--- src/rtl/uart_alu_pkg.sv ---
// Shared definitions for the UART-driven ALU controller: the state encoding
// and the default word widths.
package uart_alu_pkg;

    localparam int DBIT_DEF = 8;
    localparam int OPW_DEF  = 6;

    localparam logic [2:0] ST_A    = 3'd0;
    localparam logic [2:0] ST_B    = 3'd1;
    localparam logic [2:0] ST_OP   = 3'd2;
    localparam logic [2:0] ST_EXEC = 3'd3;
    localparam logic [2:0] ST_SEND = 3'd4;

    typedef enum logic [2:0] {
        S_A    = ST_A,
        S_B    = ST_B,
        S_OP   = ST_OP,
        S_EXEC = ST_EXEC,
        S_SEND = ST_SEND
    } state_t;

endpackage

--- src/rtl/uart_alu_ctrl.sv ---
// Pops A, B and opcode bytes from the RX FIFO, presents them to an external
// ALU, and pushes the result into the TX FIFO; stalled frames time out.
//
// state  | meaning
// S_A    | idle / waiting for operand A (never times out)
// S_B    | waiting for operand B
// S_OP   | waiting for opcode byte
// S_EXEC | latch ALU result
// S_SEND | push result when TX has room
module uart_alu_ctrl
    import uart_alu_pkg::*;
#(
    parameter int DBIT    = DBIT_DEF,
    parameter int OPW     = OPW_DEF,
    parameter int TIMEOUT = 1000
) (
    input  logic            i_clk,
    input  logic            i_reset,
    input  logic            i_rx_empty,
    input  logic [DBIT-1:0] i_rx_data,
    output logic            o_rx_rd,
    input  logic            i_tx_full,
    output logic            o_tx_wr,
    output logic [DBIT-1:0] o_tx_data,
    output logic [DBIT-1:0] o_a,
    output logic [DBIT-1:0] o_b,
    output logic [OPW-1:0]  o_op,
    input  logic [DBIT-1:0] i_alu_result,
    output logic            o_busy,
    output logic            o_err
);

    localparam bit          TO_EN   = (TIMEOUT > 0);
    localparam int          CW      = TO_EN ? $clog2(TIMEOUT + 1) : 1;
    localparam logic [CW-1:0] TO_LAST = CW'(TIMEOUT - 1);

    state_t          state_q, state_d;
    logic [DBIT-1:0] result_q;
    logic [CW-1:0]   cnt_q, cnt_d;
    logic            rx_rd, tx_wr, abort;

    always_comb begin
        state_d = state_q;
        rx_rd   = 1'b0;
        tx_wr   = 1'b0;
        abort   = 1'b0;
        cnt_d   = cnt_q;
        case (state_q)
            S_A: begin
                cnt_d = '0;
                if (!i_rx_empty) begin
                    rx_rd   = 1'b1;
                    state_d = S_B;
                end
            end
            S_B, S_OP: begin
                if (!i_rx_empty) begin
                    rx_rd   = 1'b1;
                    cnt_d   = '0;
                    state_d = (state_q == S_B) ? S_OP : S_EXEC;
                end else if (TO_EN && cnt_q == TO_LAST) begin
                    // this empty cycle is the TIMEOUT-th one: abandon the frame
                    abort   = 1'b1;
                    cnt_d   = '0;
                    state_d = S_A;
                end else begin
                    cnt_d = cnt_q + 1'b1;
                end
            end
            S_EXEC: state_d = S_SEND;
            S_SEND: begin
                if (!i_tx_full) begin
                    tx_wr   = 1'b1;
                    cnt_d   = '0;
                    state_d = S_A;
                end
            end
            default: state_d = S_A;
        endcase
    end

    always_ff @(posedge i_clk or posedge i_reset) begin
        if (i_reset) begin
            state_q  <= S_A;
            o_a      <= '0;
            o_b      <= '0;
            o_op     <= '0;
            result_q <= '0;
            cnt_q    <= '0;
            o_err    <= 1'b0;
        end else begin
            state_q <= state_d;
            cnt_q   <= cnt_d;
            o_err   <= abort;
            if (rx_rd && state_q == S_A)  o_a  <= i_rx_data;
            if (rx_rd && state_q == S_B)  o_b  <= i_rx_data;
            if (rx_rd && state_q == S_OP) o_op <= i_rx_data[OPW-1:0];
            if (state_q == S_EXEC)        result_q <= i_alu_result;
        end
    end

    assign o_rx_rd   = rx_rd && !i_reset;
    assign o_tx_wr   = tx_wr && !i_reset;
    assign o_tx_data = result_q;
    assign o_busy    = (state_q != S_A);

endmodule
--- config.mk ---
export PLATFORM = sky130hd
export DESIGN_NAME = uart_alu_ctrl
export DESIGN_NICKNAME = d
export VERILOG_FILES = /design/src/rtl/uart_alu_pkg.sv /design/src/rtl/uart_alu_ctrl.sv
export SDC_FILE = /design/constraint.sdc
export NUM_CORES = 1
export LEC_CHECK = 0
export ABC_AREA = 1
export BUFFER_PORTS_ARGS = -buffer_cell sky130_fd_sc_hd__buf_2
export CAP_MARGIN = 20
export CORE_MARGIN = 10
export CORE_UTILIZATION = 40
export CTS_CLUSTER_SIZE = 12
export DETAILED_ROUTE_END_ITERATION = 8
export GPL_ROUTABILITY_DRIVEN = 0
export REMOVE_ABC_BUFFERS = 1
export SYNTH_ARGS = -nofsm -noshare
export SYNTH_HDL_FRONTEND = slang
export SYNTH_SLANG_ARGS = --single-unit
--- constraint.sdc ---
create_clock -name i_clk -period 2.8 [get_ports i_clk]
set_clock_uncertainty 0.1 [all_clocks]
set_input_delay 0.14 -clock i_clk [delete_from_list [all_inputs] [get_ports i_clk]]
set_output_delay 0.14 -clock i_clk [all_outputs]
set_load 0.01 [all_outputs]
==> results.json <==
{
  "avgViaCountPerCell": 4.59,
  "synth_top_cell_area_share": 0.560,
  "synth_edf_count": 0,
  "antenna_found_initial": 0,
  "status": "complete, no violations",
  "wirelength_mm": 4.71,
  "start_util": 0.414,
  "cp_top_family": "flip-flops",
  "slew_viol_final": 0,
  "ff2ff_path_depth": 8,
  "routedWlPerCell_um": 13.0,
  "internal_power_mw": 1.54,
  "drt-met1-wl_mm": 2.18,
  "cts_buffers": 5,
  "r2r-start": "cnt_q[0]",
  "cts_setup_buffers": 0,
  "worst-r2r-setup-slack_ns": 1.28,
  "top_layer_used": "met4",
  "worstPathArrival_ns": 1.29,
  "power_mw": 2.46,
  "min_period_ns": 1.53,
  "area_growth_pct": 27.6,
  "pwr-share-comb": 0.377,
  "async_reset_ff_frac": 1.00,
  "clk_pin_slew_ns": 0.09,
  "crit_required_ns": 2.56,
  "maxCapViolCount": 0,
  "synthTopCellsByArea": "dfrtp_1, nand2_1, o21ai_0",
  "maxSlewHeadroom": 0.405,
  "cp_slowest_stage_delay_ns": 0.44,
  "clkLatencyLatePin_ns": 0.29,
  "vias": 1661,
  "core-area_um2": 4750,
  "crit_path_start_kind": "register",
  "switchingPower_mw": 0.924,
  "grt_pass1_vias": 1750,
  "cts_sinks": 44,
  "power.leakage_nw": 1.35,
  "io_buffers": 53,
  "critical-path-slowest-cell": "dfrtp_1",
  "worst-setup-path-type": "reg -> out",
  "grt_overflow_total": 0,
  "hp-class": "in -> reg",
  "crit_chain": "nand2_1 -> inv_1 -> nor4_1 -> buf_2",
  "grt_usage": 0.121,
  "cts_tree": "done",
  "fmax_ghz": 0.654,
  "hold_viol_final": 0,
  "grt_pass1_wl_mm": 8.30,
  "fin_hold_ws_ns": 0.0131,
  "crit_path_max_fanout": 5,
  "post-route-drc-count": 0,
  "setup_viol": 0,
  "clockBufferDepth": 2,
  "core.rowCount": 25,
  "fin_crit_sh": 0.546,
  "yosysMostFrequentCell": "nand2_1",
  "yosys_register_bits": 44,
  "dr.pass1.iters": 4,
  "yosysSeqAreaShare": 0.560,
  "drtAntennaViolNets": 0,
  "avgSynthCellArea_um2": 8.63,
  "max_slew.worst_pin.slew_ns": 0.887,
  "rsz0062_at_grt": "false",
  "end_kind": "primary output",
  "min_path_cells": 3,
  "fp.dieArea_um2": 8120,
  "layout-drive-gt1-share": 0.264,
  "ios": 54,
  "drt_iter0_drc": 63,
  "cts_resized": 0,
  "yosysWarnings": 0,
  "wl_met3_um": 328,
  "antenna-diode-count": 0,
  "yosys.area.top_type": "dfrtp_1",
  "htreeDepth": 2,
  "yosys-top-cells-count": "nand2_1, dfrtp_1, inv_1",
  "n_fill_cell": 451,
  "netlist_area_um2": 1970,
  "setup_tns_ns": 0,
  "synth.distinct_cells": 20,
  "hpwlAfterDp_mm": 3.52,
  "hold_start": "i_rx_data[6]",
  "syn_inst": 228,
  "wl_met2_mm": 2.18,
  "cts_root_buf": "clkbuf_8",
  "seq_power_share": 0.417,
  "ir_worst_vdd_uv": 511,
  "min_to": "o_b[6]",
  "power_switching_share": 0.376,
  "synth_ff_type": "dfrtp_1",
  "die_w_um": 90.1,
  "powerDensity_nw_per_um2": 980,
  "crit_buf_inv": 2,
  "die_y_um": 90.1,
  "final_nets": 315,
  "grt_max_degree": 27,
  "r2r_end": "cnt_q[7]",
  "clkPwrFrac": 0.207
}
[layout by cell type (no fill, tap or decap), types with 3 or more instances in the layout]
master / n
nand2_1: 72
buf_2: 53
dfrtp_1: 44
inv_1: 25
o21ai_0: 24
nand3_1: 18
nor2_1: 14
dlygate4sd3_1: 9
mux2_2: 8
clkbuf_8: 6
nor2_2: 5
a21oi_1: 3
[worst reg2reg max path: stages (launching register included)]
cell and delay [ns]:
dfrtp_1 0.41, ha_1 0.22, nand2_1 0.13, nor2_1 0.05, nand3_1 0.14, inv_1 0.14
nor2_1 0.14, nand3_1 0.08, nand2_1 0.06
[stage by stage]
step	cells	area, µm²	setup slack, ns	util
4_1_cts	362	2510	1.25	0.528
3_5_place_dp	345	2300	1.27	0.483
2_1_floorplan	224	1940	1.46	-
3_3_place_gp	345	2300	1.33	0.483
5_1_grt	362	2510	1.06	0.528
6_report	362	2510	1.27	0.528
[power by group through the flow]
stage	Clock, mW	Combinational [mW]	Sequential [mW]
after global placement	0	0.922	1.03
after global routing	0.555	1.06	1.06
after detailed placement	0	0.943	1.03
final	0.508	0.927	1.02
after CTS	0.523	0.951	1.02
after floorplan	0	0.455	1.12
[kinds of logic (layout without fill, tap and decap cells)]
family / Yosys count / after routing / synth area share
compound gates: 28 / 28 / 0.0732
xor+xnor: 1 / 1 / 0.00445
flops: 44 / 44 / 0.560
buf+inv: 31 / 98 / 0.0642
fa+ha+maj: 1 / 1 / 0.00636
mux: 8 / 8 / 0.0458
simple gates: 115 / 115 / 0.246
[layer usage]
layer,track usage,vias up
met4,0.0318,0
met2,0.195,42
met1,0.146,762
met5,0,-
met3,0.0474,2
li1,-,855
[timing repair]
item	in CTS	in global routing
hold buffers	9	0
setup endpoints to repair	0	0
endpoints found under the hold margin	33	0
[worst max path at each step]
stage                     startpoint  cells after the start        to  slack [ns]
after floorplan             cnt_q[0]                      8  cnt_q[5]        1.46
after global placement      cnt_q[0]                      8  cnt_q[5]        1.33
after detailed placement  state_q[2]                      3    o_b[0]        1.27
after CTS                 state_q[1]                      4   o_rx_rd        1.25
after global routing        cnt_q[0]                      9  cnt_q[8]        1.06
final                     state_q[1]                      4   o_rx_rd        1.27
[flip-flops by register name, summed over array words and instances (netlist names)]
name / flops
o_tx_data: 8
o_err: 1
o_a: 8
cnt_q: 10
o_b: 8
state_q: 3
o_op: 6
[area by class of cell]
cell class | count | area (µm²) | share of cell area
clock buffers | 6 | 82.6 | 0.0329
clock inverters | 2 | 38.8 | 0.0155
inverters | 27 | 101 | 0.0404
multi-input cells | 153 | 739 | 0.295
flip-flops and latches | 44 | 1100 | 0.439
well taps | 67 | 83.8 | 0.0334
repair buffers | 63 | 363 | 0.145
(Power assumes the default switching activity.)
